## config.mk

```make
export PLATFORM = sky130hd
export DESIGN_NAME = fifo_arb_ctrl
export DESIGN_NICKNAME = d
export VERILOG_FILES = /design/src/rtl/fifo_arb_ctrl.sv
export SDC_FILE = /design/constraint.sdc
export NUM_CORES = 1
export LEC_CHECK = 0
export CORE_UTILIZATION = 32
export DETAILED_ROUTE_END_ITERATION = 16
export PLACE_DENSITY = 0.84
export SYNTH_ARGS = -nofsm -noshare
export SYNTH_HDL_FRONTEND = slang
export SYNTH_SLANG_ARGS = --single-unit
```

## constraint.sdc

```tcl
create_clock -name clk -period 5.65 [get_ports clk]
set_input_delay 0.565 -clock clk [delete_from_list [all_inputs] [get_ports clk]]
set_output_delay 0.565 -clock clk [all_outputs]
set_load 0.05 [all_outputs]
```

## src/rtl/fifo_arb_ctrl.sv

```systemverilog
// Round-robin write arbiter and occupancy tracker in front of a synchronous FIFO.
// Grants and read acknowledges are combinational; occupancy, grant pointer and rd_valid are registered.
module fifo_arb_ctrl #(
  parameter int NREQ  = 4,
  parameter int DW    = 32,
  parameter int DEPTH = 8
) (
  input  logic                       clk,
  input  logic                       rst,
  input  logic [NREQ-1:0]            req,
  input  logic [NREQ*DW-1:0]         req_data,
  output logic [NREQ-1:0]            gnt,
  input  logic                       rd_req,
  output logic                       rd_ack,
  output logic                       rd_valid,
  output logic [$clog2(DEPTH):0]     count,
  output logic                       fifo_cs,
  output logic                       fifo_wr_en,
  output logic                       fifo_rd_en,
  output logic [DW-1:0]              fifo_din,
  input  logic                       fifo_full
);

  localparam int IW = (NREQ > 1) ? $clog2(NREQ) : 1;
  localparam int CW = $clog2(DEPTH) + 1;
  localparam logic [CW-1:0] DEPTH_C  = CW'(DEPTH);
  localparam logic [IW-1:0] LAST_RST = IW'(NREQ - 1);

  logic [IW-1:0] last_gnt;
  logic [IW-1:0] gnt_idx;
  logic          gnt_any;
  logic          wr_elig;

  function automatic logic [IW-1:0] wrap_idx(input logic [IW-1:0] base, input int off);
    int s;
    s = int'(base) + off;
    if (s >= NREQ) s = s - NREQ;
    return IW'(s);
  endfunction

  // Saturating occupancy update; simultaneous read and write cancel out.
  function automatic logic [CW-1:0] next_count(input logic [CW-1:0] cur,
                                               input logic wr, input logic rd);
    logic [CW-1:0] nxt;
    nxt = cur;
    if (wr && !rd && cur != DEPTH_C) nxt = cur + CW'(1);
    if (rd && !wr && cur != '0)      nxt = cur - CW'(1);
    return nxt;
  endfunction

  // Arbitration: search upward from the slot after the last winner, with wrap.
  always_comb begin
    wr_elig = (count < DEPTH_C) && !fifo_full && !rst;
    gnt_any = 1'b0;
    gnt_idx = '0;
    if (wr_elig) begin
      for (int off = 1; off <= NREQ; off++) begin
        if (!gnt_any && req[wrap_idx(last_gnt, off)]) begin
          gnt_any = 1'b1;
          gnt_idx = wrap_idx(last_gnt, off);
        end
      end
    end
  end

  always_comb begin
    gnt = '0;
    if (gnt_any) gnt[gnt_idx] = 1'b1;
    fifo_din = gnt_any ? req_data[int'(gnt_idx)*DW +: DW] : '0;
  end

  assign fifo_wr_en = gnt_any;
  assign rd_ack     = rd_req && (count != '0) && !rst;
  assign fifo_rd_en = rd_ack;
  assign fifo_cs    = fifo_wr_en || fifo_rd_en;

  // State update at the clock edge; rd_valid marks the cycle the FIFO output is valid.
  always_ff @(posedge clk or posedge rst) begin
    if (rst) begin
      count    <= '0;
      last_gnt <= LAST_RST;
      rd_valid <= 1'b0;
    end else begin
      count    <= next_count(count, gnt_any, rd_ack);
      rd_valid <= rd_ack;
      if (gnt_any) last_gnt <= gnt_idx;
    end
  end

endmodule
```

-- Word level (Yosys, flattened, before mapping)
Index checks and enable logic that the tools add are counted.
- add/subtract/negate cells: 10
- $mul: 0
- divide/modulo/power cells: 0
- order comparisons: 11
- equal/unequal tests: 1
- shifts and indexed selects: 1
- mux-type cells: 35
- bitwise logic cells: 0
- reductions and logical operators: 22
- operator list (operator ; count):
    $shiftx A128 B8 Y32 ; 1
    $mux W32 ; 1
    $mux W2 ; 13
    $lt A2 B3 Y1 const B ; 5
    $mux W1 ; 13
    $logic_and A1 B1 Y1 ; 12
    $mux W4 ; 3
    $ge A3 B3 Y1 const B ; 3
    $bmux W1 S2 ; 4
    $sub A2 B1 Y2 const B ; 4
    $logic_not A1 Y1 ; 7
    $add A2 B2 Y3 const B ; 2
    $add A2 B3 Y4 const B ; 1
    $add A4 B1 Y4 const B ; 1
    $ge A4 B3 Y1 const B ; 1
    $lt A4 B4 Y1 const B ; 1
    $ne A4 B4 Y1 const B ; 1
    $reduce_bool A4 Y1 ; 1
    $sub A4 B1 Y4 const B ; 1
    $add A2 B1 Y3 const B ; 1
    $demux W1 S2 ; 1
    $ge A2 B1 Y1 const B ; 1
    $reduce_bool A2 Y1 ; 1
    $logic_or A1 B1 Y1 ; 1
- bits in registers: 7
- bits in latches: 0
- RAM bits: 0
- memory bits (read-only): 0
- input port bits: 136
- output and inout port bits: 45
- word-level logic and storage cells: 83
- memories kept: 0

-- Depth between registers and ports, before layout
Gate-level depths: netlist (run 1).
- word-level depth: 25
- depth in mapped cells: 11
- mapped depth without buffers: 10

-- Least setup slack after synthesis (run 1)
OpenSTA, ideal clock, no wires.
- kind: flip-flop to output port
- from: reg count[3]
- to: out gnt[1]
- data arrival time: 2.534 ns
- data required time: 5.085 ns
- path slack: 2.551 ns
- cell stages (with the launch flop): 5
- buffers on the path: 1
- cells stage by stage: dfrtp_1 or3_1 or2_1 buf_6 nor3b_1
- longest elaborated chain between the ends: 9
- elaborated cells on any way between the ends: 11
- classes of those cells: 3 x order compare; 5 x mux; 3 x reduce/logical
- ends and longest elaborated chain (element ; RTL line ; source):
    from (decl) ; 16 ; output logic [$clog2(DEPTH):0] count,
    from (signal assigned) ; 84 ; count <= next_count(count, gnt_any, rd_ack);
    $lt A4 B4 Y1 * ; 53 ; wr_elig = (count < DEPTH_C) && !fifo_full && !rst;
    $logic_and A1 B1 Y1 * (2 in series) ; 53 ;
    $mux W2 ; 56 ; if (wr_elig) begin
    $lt A2 B3 Y1 (implied by the code) / $ge A2 B1 Y1 (equally long branches) ; 68 ; if (gnt_any) gnt[gnt_idx] = 1'b1;
    $logic_and A1 B1 Y1 (implied by the code) ; 68 ;
    $mux W1 (implied by the code) ; 68 ;
    $demux W1 S2 ; 68 ;
    $mux W4 * ; 68 ;
    to (decl) ; 12 ; output logic [NREQ-1:0] gnt,
Mark *: on every way between the ends. The rest lies on a longest branch, timed or not.

-- Final worst setup path (run 1)
- from: in req[1]
- to: out fifo_din[10]
- longest elaborated chain between the ends: 18
- elaborated cells on any way between the ends: 29
- classes of those cells: 1 x shift; 22 x mux; 6 x reduce/logical
- ends and longest elaborated chain (element ; RTL line ; source):
    from (decl) ; 10 ; input logic [NREQ-1:0] req,
    $bmux W1 S2 ; 58 ; if (!gnt_any && req[wrap_idx(last_gnt, off)]) begin
    $mux W1 (implied by the code) ; 58 ;
    $mux W1 ; 58 ;
    $mux W1 ; 56 ;
    $logic_not A1 Y1 ; 58 ;
    $logic_and A1 B1 Y1 ; 58 ;
    $mux W1 ; 58 ;
    $mux W1 ; 56 ;
    [... 2 more ...] ; n/a ;
    $mux W1 ; 58 ;
    $mux W1 ; 56 ;
    $logic_not A1 Y1 ; 58 ;
    $logic_and A1 B1 Y1 ; 58 ;
    $mux W2 ; 58 ;
    $mux W2 ; 56 ;
    $shiftx A128 B8 Y32 ; 69 ; fifo_din = gnt_any ? req_data[int'(gnt_idx)*DW +: DW] : '0;
    $mux W32 * ; 69 ;
    to (decl) ; 20 ; output logic [DW-1:0] fifo_din,
Mark *: on every way between the ends. The rest lies on a longest branch, timed or not. The select of a mux whose other input is x is not followed.

==> results_dict.tcl, run 1 <==
set metrics [dict create \
    start_util_pct 34.09 \
    cts-buffers-inserted 3 \
    place.port_buffers 180 \
    timing.critical_path.to_type "output pin" \
    drc_violation_count_after_routing 0 \
    timing.slew.headroom_pct 52.67 \
    cts_sinks 7 \
    largest_cells_by_area_after_synthesis "sky130_fd_sc_hd__mux2i_1 (37%), sky130_fd_sc_hd__o22ai_2 (21%), sky130_fd_sc_hd__dfrtp_1 (7.0%)" \
    dpl-instance-area_mm2 0.003498 \
    die_h_um 76.70 \
    grt_setup_unrepaired "no" \
    cts_resized 0 \
    postCtsSetupRepairBufs 0 \
    final_report_hold_violation_count 0 \
    setup_tns_ns 0 \
    status "finished, final reports clean" \
    place_hpwl_um 5223 \
    grt.total_usage_pct 20.75 \
    highest-signal-layer "met4" \
    synth_sequential_area_ratio_pct 9.951 \
    timing_max_transition_violations_final 0 \
    synthDistinctLibCells 38 \
    num_vias 1994 \
    gp_congestion 0.8738 \
    power.ir.vdd_worst_mv 0.2589 \
    fin_crit_sh_pct 70.83 \
    p_per_area_mw_per_mm2 314.5 \
    drt_first_iter_violations 58 \
    vias_in_the_first_global_route 2090 \
    yosys_most_used_dff "sky130_fd_sc_hd__dfrtp_1" \
    drt_pass1_iterations 4 \
    yosys.area.top_type_share_pct 37.00 \
    ys_async_sr_fraction_pct 100.0 \
    worst_clock_skew_ns 0.002709 \
    worstSetupStartpointType "input port" \
    ys_seq_elements 7 \
    cts_tree "yes" \
    met2WireLength_um 3294 \
    worst_pin_slew_ns 0.7099 \
    grt_pass1_wl_um 9922 \
    worstHoldPathType "flip-flop to flip-flop" \
    post_syn_area_per_cell_um2 10.56 \
    proportion_of_layout_cells_with_a_drive_suffix_above_1_pct 14.20 \
    critPathMaxFanout 20 \
    final_area_mm2 0.003543 \
    synth_enable_flop_cells 0 \
    synth_cells 169 \
    cts.path.max_buffers 2 \
    synth_fp_nets 308 \
    clock_insertion_delay_worst_skew_ns 0.22 \
    worst_setup_path_category "input port to output pin" \
    finalNetCount 478 \
    m1_wl_um 2500 \
    syn-cell-area_mm2 0.001785 \
    yosys.cell_count.top_type "sky130_fd_sc_hd__mux2i_1" \
    cts_hold_buf 0 \
    maximum_clock_frequency_mhz 249.9 \
    critPathArrivalTime_ns 3.44 \
    top_cell_type_by_total_area_after_synthesis "sky130_fd_sc_hd__mux2i_1" \
    clockRootBuffer "sky130_fd_sc_hd__clkbuf_8" \
    max_cap_viols 0 \
    drt-total-wl_um 6333 \
    num_antenna_cells 0 \
    placedCellCount 404 \
    leakage_nw 1.480 \
    finalWorstPathRequiredPeriod_ns 4.002 \
    die_width_um 76.70 \
    setup_violations 0 \
    grt_antenna_before_repair 0 \
    final_cells 408 \
    met3WireLength_um 463 \
    pin_count_of_the_biggest_net_entering_global_routing 45 \
    critical_path_required_ns 5.09 \
    ys_top_cells_by_count "sky130_fd_sc_hd__mux2i_1 (66), sky130_fd_sc_hd__o22ai_2 (30), sky130_fd_sc_hd__buf_6 (7)" \
    final_core_utilization_pct 67.65 \
    synthesis.yosys.warnings 0 \
    cell_rows 26 \
    post_drt_via_cell_ratio 4.887 \
    dieArea_mm2 0.005882 \
    synthToLayoutAreaGrowth_pct 98.46 \
    core_mm2 0.005238 \
    avgRoutedWirePerCell_um 15.52 \
    clk_pin_slew_worst_paths_ns 0.04 \
    top_level_ports 181 \
    remaining_overflow_grt 0 \
    cts_htree_levels 1 \
    final_ant_viol_nets 0 \
]
## cell type report
type | instances | area, um^2
flip-flops and latches | 7 | 177.7
inverters | 8 | 35.03
clock buffers | 4 | 45.04
well taps | 70 | 87.58
fillers | 439 | 1694
multi-input cells | 136 | 1374
repair buffers | 183 | 1824
## worst paths after layout
check,slack (ns),endpoint,start,depth (start not counted)
max in group asynchronous,4.76,last_gnt[1],rst,2
worst max-delay path,1.65,fifo_din[10],req[1],8
worst min register to register,0.51,last_gnt[1],last_gnt[1],2
min in group asynchronous,0.61,count[2],rst,2
worst max register to register,3.10,count[3],count[3],10
worst min-delay path,0.51,last_gnt[1],last_gnt[1],2
## worst max-delay path, cell delays in order
cell	delay [ns]
sky130_fd_sc_hd__clkdlybuf4s50_1	0.57
sky130_fd_sc_hd__a21oi_1	0.06
sky130_fd_sc_hd__a31o_1	0.19
sky130_fd_sc_hd__o22ai_1	0.30
sky130_fd_sc_hd__or2_2	0.48
sky130_fd_sc_hd__buf_4	0.41
sky130_fd_sc_hd__o22ai_2	0.11
sky130_fd_sc_hd__clkdlybuf4s50_1	0.72
## layout by cell type, fill, tap and decap left out, types with 2 or more instances in the layout
cell type,count
sky130_fd_sc_hd__clkbuf_8,3
sky130_fd_sc_hd__nor2b_1,2
sky130_fd_sc_hd__buf_4,3
sky130_fd_sc_hd__o22ai_1,4
sky130_fd_sc_hd__mux2i_1,66
sky130_fd_sc_hd__dfstp_2,2
sky130_fd_sc_hd__nor2_1,3
sky130_fd_sc_hd__nand2_1,4
sky130_fd_sc_hd__dfrtp_1,5
sky130_fd_sc_hd__xnor2_1,2
sky130_fd_sc_hd__o22ai_2,30
sky130_fd_sc_hd__inv_1,6
sky130_fd_sc_hd__nand2_4,2
sky130_fd_sc_hd__a21oi_1,2
sky130_fd_sc_hd__ha_1,2
sky130_fd_sc_hd__clkdlybuf4s50_1,180
## stage by stage
step | total power [mW] | setup slack, ns | hold WS [ns]
finish | 1.114 | 1.648 | 0.5132
detailed placement | 1.052 | 1.629 | 0.5037
CTS | 1.126 | 1.624 | 0.5103
floorplan | 0.8421 | 2.551 | 0.3755
global placement | 1.043 | 1.657 | 0.4938
global route | 1.181 | 1.469 | 0.5409
## layer usage
metal,up-vias,track usage [%]
li1,985,-
met2,101,39.46
met1,902,23.22
met5,-,0
met4,0,4.038
met3,6,4.762
## registers in the layout (all words and copies together) (netlist names)
register,cells
count,4
last_gnt,2
rd_valid,1
## power breakdown
part / internal, mW / total, mW / switching, mW
Sequential: 0.0786 / 0.109 / 0.0303
Clock: 0.0487 / 0.0687 / 0.0200
Combinational: 0.410 / 0.937 / 0.527
Total: 0.537 / 1.11 / 0.577
## cells by family (layout without fill, tap and decap cells)
group / count (synthesis) / count (layout) / synth area share [%]
and+or+nand+nor: 21 / 21 / 7.849
muxes: 66 / 66 / 37.00
DFF: 7 / 7 / 9.951
AOI/OAI and AO/OA: 42 / 42 / 25.93
buffers and inverters: 26 / 195 / 13.74
adders and majority gates: 3 / 3 / 2.523
xor gates and xnor gates: 4 / 4 / 3.014
No activity file was read; power rests on OpenSTA's default activity.
==> inputs of run 2 (changes only) <==
Settings changed: CORE_UTILIZATION 32 to 30, PLACE_DENSITY 0.84 to 0.8.
Clock period 5.65 ns to 3.7 ns, I/O delays scaled along.
==> results_dict.tcl, run 2 (same netlist as run 1, synthesis figures left out) <==
set metrics [dict create \
    num_vias 1999 \
    p_per_area_mw_per_mm2 484.8 \
    fin_crit_sh_pct 83.84 \
    gp_congestion 0.7966 \
    die_width_um 79.15 \
    worst_pin_slew_ns 0.6439 \
    place_hpwl_um 5226 \
    cts.path.max_buffers 2 \
    drt_pass1_iterations 4 \
    dpl-instance-area_mm2 0.003438 \
    worstHoldPathType "input port to asynchronous set/reset pin" \
    final_cell_mix "sky130_fd_sc_hd__clkdlybuf4s50_1 (147), sky130_fd_sc_hd__mux2i_1 (66), sky130_fd_sc_hd__buf_4 (36)" \
    cts_hold_buf 0 \
    clk_pin_slew_worst_paths_ns 0.04 \
    finalWorstPathRequiredPeriod_ns 3.102 \
    core_mm2 0.005608 \
    postCtsSetupRepairBufs 0 \
    clockRootBuffer "sky130_fd_sc_hd__clkbuf_8" \
    grt.total_usage_pct 19.19 \
    proportion_of_layout_cells_with_a_drive_suffix_above_1_pct 24.19 \
    finalNetCount 479 \
    grt_pass1_wl_um 9501 \
    setup_violations 0 \
    avgRoutedWirePerCell_um 15.47 \
    number_of_flip_flops_in_the_largest_register 4 \
    place.port_buffers 180 \
    final_core_utilization_pct 62.12 \
    timing_max_transition_violations_final 0 \
    die_h_um 79.15 \
    worst_setup_path_category "input port to output pin" \
    drc_violation_count_after_routing 0 \
    final_report_hold_violation_count 0 \
    critPathArrivalTime_ns 2.73 \
    status "finished, final reports clean" \
    clock_insertion_delay_worst_skew_ns 0.23 \
    post-layout-total-power_mw 1.689 \
    cts_resized 0 \
    layout.cells.most_common "sky130_fd_sc_hd__clkdlybuf4s50_1" \
    cts_htree_levels 1 \
    maximum_clock_frequency_mhz 322.4 \
    drt_first_iter_violations 86 \
    cts_tree "yes" \
    cts_sinks 7 \
    power.ir.vdd_worst_mv 0.4036 \
    top_level_ports 181 \
    final_area_mm2 0.003483 \
    dieArea_mm2 0.006264 \
    max_cap_viols 0 \
    cts-buffers-inserted 3 \
    top_register "count" \
    leakage_nw 1.550 \
    post_drt_via_cell_ratio 4.864 \
    timing.slew.headroom_pct 57.07 \
    start_util_pct 31.84 \
    grt_antenna_before_repair 0 \
    setup_tns_ns 0 \
    grt_setup_unrepaired "no" \
    cell_rows 27 \
    vias_in_the_first_global_route 2034 \
    pin_count_of_the_biggest_net_entering_global_routing 41 \
    critical_path_required_ns 3.33 \
    worstSetupStartpointType "input port" \
    worst_clock_skew_ns 0.001691 \
    synthToLayoutAreaGrowth_pct 95.09 \
    final_ant_viol_nets 0 \
    critPathMaxFanout 8 \
    num_antenna_cells 0 \
    drt-total-wl_um 6360 \
    largestRegisters "count (4), last_gnt (2), rd_valid (1)" \
    timing.critical_path.to_type "output pin" \
    remaining_overflow_grt 0 \
]
## run 2: cell count changes in the layout (fill, tap and decap cells not counted), sizes merged
cell	before	now
buf	3	37
clkdlybuf4s50	180	147
## run 2: final timing paths
| kind | from | depth (start not counted) | to | slack (ns) |
|---|---|---|---|---|
| setup / recovery | fifo_full | 7 | gnt[0] | 0.60 |
| hold / removal | rst | 2 | rd_valid | 0.40 |
| setup reg to reg | count[3] | 10 | count[3] | 1.17 |
| hold reg to reg | last_gnt[1] | 2 | last_gnt[1] | 0.51 |
| max in group asynchronous | rst | 2 | last_gnt[1] | 3.01 |
| min in group clk | last_gnt[1] | 2 | last_gnt[1] | 0.51 |
## run 2: final cells by class
cell class / count / area, um^2
Inverter: 8 / 35.03
Fill cell: 529 / 2125
Tap cell: 72 / 90.09
Timing Repair Buffer: 184 / 1762
Multi-Input combinational cell: 136 / 1374
Sequential cell: 7 / 177.7
Clock buffer: 4 / 45.04
## run 2: power by group
part	internal, mW	leakage, nW	switching, mW
clock	0.0749	0.0228	0.0367
combinational	0.610	1.45	0.801
sequential	0.120	0.0813	0.0459
## run 2: worst max-delay path: stages
cell                              delay, ns
sky130_fd_sc_hd__clkdlybuf4s50_1       0.39
sky130_fd_sc_hd__or3_1                 0.37
sky130_fd_sc_hd__or2_1                 0.42
sky130_fd_sc_hd__inv_6                 0.16
sky130_fd_sc_hd__nand2_1               0.09
sky130_fd_sc_hd__nor2b_1               0.12
sky130_fd_sc_hd__clkdlybuf4s50_1       0.81
## run 2: per-stage QoR
stage          setup WS (ns)  cells  hold WS (ns)
6_report              0.5979    411        0.4038
5_1_grt               0.4683    411        0.4580
4_1_cts               0.5823    411        0.4133
3_5_place_dp          0.5838    407        0.5063
3_3_place_gp          0.6233    407        0.5006
2_1_floorplan         0.7960    169        0.1805
## run 2: layer usage
| layer | track usage [%] | share of wire, % |
|---|---|---|
| met5 | 0 | 0 |
| met1 | 20.73 | 37 |
| met2 | 37.24 | 53 |
| met3 | 5.402 | 9.6 |
| met4 | 2.727 | 0.35 |
==> inputs of run 3 (changes only) <==
Clock period 3.7 ns to 3.2 ns, I/O delays scaled along.
==> results_dict.tcl, run 3 (same netlist as run 1, synthesis figures left out) <==
set metrics [dict create \
    status "finished, final reports clean" \
    dieArea_mm2 0.006264 \
    cell_rows 27 \
    max_cap_viols 0 \
    slowest_stage "sky130_fd_sc_hd__o22ai_1" \
    largestRegisters "count (4), last_gnt (2), rd_valid (1)" \
    power.ir.vdd_worst_mv 0.3891 \
    switching_power_mw 1.072 \
    post_drt_via_cell_ratio 4.973 \
    clockRootBuffer "sky130_fd_sc_hd__clkbuf_8" \
    layout.cells.most_common "sky130_fd_sc_hd__clkdlybuf4s50_1" \
    worst_case_setup_margin_in_the_final_layout_ns 0.3114 \
    cts_htree_levels 1 \
    synthToLayoutAreaGrowth_pct 117.8 \
    timing_max_transition_violations_final 0 \
    clkPwrFrac_pct 5.8 \
    cts_tree "yes" \
    worstHoldPathType "input port to asynchronous set/reset pin" \
    sw_frac_of_total_pct 49.31 \
    final_area_mm2 0.003889 \
    dp_slack_ns 0.2970 \
    final_report_hold_violation_count 0 \
    vias_in_the_first_global_route 2105 \
    seq_power_share_pct 8.7 \
    critical_path.cell_chain "clkdlybuf4s50_1, or3_1, or2_1, inv_6, nand2_4, o22ai_1, buf_12" \
    setup_tns_ns 0 \
    top_register "count" \
    post-layout-total-power_mw 2.174 \
    num_vias 2044 \
    critical_path_required_ns 2.88 \
    fillCellCount 447 \
    start_util_pct 31.84 \
    maximum_clock_frequency_mhz 346.2 \
    cts-buffers-inserted 3 \
    final_core_utilization_pct 69.34 \
    grt_antenna_before_repair 0 \
    drt_first_iter_violations 40 \
    final_cell_mix "sky130_fd_sc_hd__clkdlybuf4s50_1 (144), sky130_fd_sc_hd__mux2i_1 (66), sky130_fd_sc_hd__buf_12 (34)" \
    die_h_um 79.15 \
    drt_pass1_iterations 4 \
    grt.total_usage_pct 20.49 \
    core_mm2 0.005608 \
    cts.path.max_buffers 2 \
    grt_pass1_wl_um 10040 \
    place.port_buffers 180 \
    worst_pin_slew_ns 0.5378 \
    worst_setup_path_category "input port to output pin" \
    num_antenna_cells 0 \
    dpl-instance-area_mm2 0.003844 \
    p_per_area_mw_per_mm2 559.0 \
    pin_count_of_the_biggest_net_entering_global_routing 40 \
    gp_congestion 0.7786 \
    place_hpwl_um 5553 \
    avgRoutedWirePerCell_um 16.30 \
    worstSetupStartpointType "input port" \
    postCtsSetupRepairBufs 0 \
    final_ant_viol_nets 0 \
    proportion_of_layout_cells_with_a_drive_suffix_above_1_pct 25.07 \
    power.share.combinational_pct 85.5 \
    cts_resized 0 \
    final_cells 411 \
    clk_pin_slew_worst_paths_ns 0.04 \
    finalWorstPathRequiredPeriod_ns 2.889 \
    fin_worst_hold_slack_ns 0.3644 \
    critical_path.max_stage_delay_ns 0.42 \
    cts_sinks 7 \
    number_of_flip_flops_in_the_largest_register 4 \
    clock_insertion_delay_worst_skew_ns 0.23 \
    remaining_overflow_grt 0 \
    drt-total-wl_um 6701 \
    top_level_ports 181 \
    kind_of_cell_with_the_highest_combined_delay_on_the_critical_path "simple AND/OR/NAND/NOR gates" \
    critPathMaxFanout 32 \
    grt_setup_unrepaired "no" \
    critPathBufInv 3 \
    fin_crit_sh_pct 90.27 \
    worst_clock_skew_ns 0.005675 \
    setup_violations 0 \
    internal_power_mw 1.102 \
    leakage_nw 1.655 \
    timing.slew.headroom_pct 64.15 \
    finalNetCount 479 \
    die_width_um 79.15 \
    cts_hold_buf 0 \
    critPathArrivalTime_ns 2.57 \
    placedCellCount 407 \
    timing.critical_path.to_type "output pin" \
    drc_violation_count_after_routing 0 \
]
run 3: cell types whose count changed in the layout (fill, tap and decap cells not counted), sizes merged:
| cell | delta |
|---|---|
| buf | +3 |
| clkdlybuf4s50 | -3 |
run 3: routing by layer:
| layer | global-route usage [%] | part of all wire (%) |
|---|---|---|
| met2 | 37.76 | 51 |
| met3 | 8.046 | 11 |
| met5 | 0 | 0 |
| met4 | 5.636 | 1.5 |
| met1 | 21.34 | 36 |
run 3: layout make-up:
type                       count  area (um^2)  area share, %
multi-input combinational    136         1374          35.33
sequential                     7        177.7          4.569
tap                           72        90.09          2.317
clock buffer                   4        45.04          1.158
inverter                       8        35.03         0.9009
timing repair buffer         184         2167          55.73
run 3: worst register-to-register path, delay by kind of cell (launching register included):
| family | cells | cell delay [ns] |
|---|---|---|
| AOI/OAI and AO/OA | 3 | 0.60 |
| xor gates and xnor gates | 1 | 0.12 |
| adders and majority gates | 1 | 0.26 |
| buffers and inverters | 1 | 0.06 |
| DFF | 1 | 0.41 |
| and+or+nand+nor | 4 | 0.98 |
run 3: worst paths after layout:
check / start / to / slack, ns / cells after the start
worst max-delay path: fifo_full / fifo_din[0] / 0.31 / 7
min in group clk: last_gnt[1] / last_gnt[1] / 0.51 / 2
worst max register to register: count[3] / count[3] / 0.69 / 10
max in group asynchronous: rst / last_gnt[1] / 2.55 / 2
worst min-delay path: rst / count[2] / 0.36 / 2
worst min register to register: last_gnt[1] / last_gnt[1] / 0.51 / 2
run 3: power groups by stage:
stage,clock network [mW],logic (mW),registers (mW)
6_report,0.127,1.86,0.189
2_1_floorplan,0,1.22,0.264
5_1_grt,0.135,1.96,0.195
4_1_cts,0.128,1.88,0.187
3_5_place_dp,0,1.87,0.188
3_3_place_gp,0,1.85,0.185
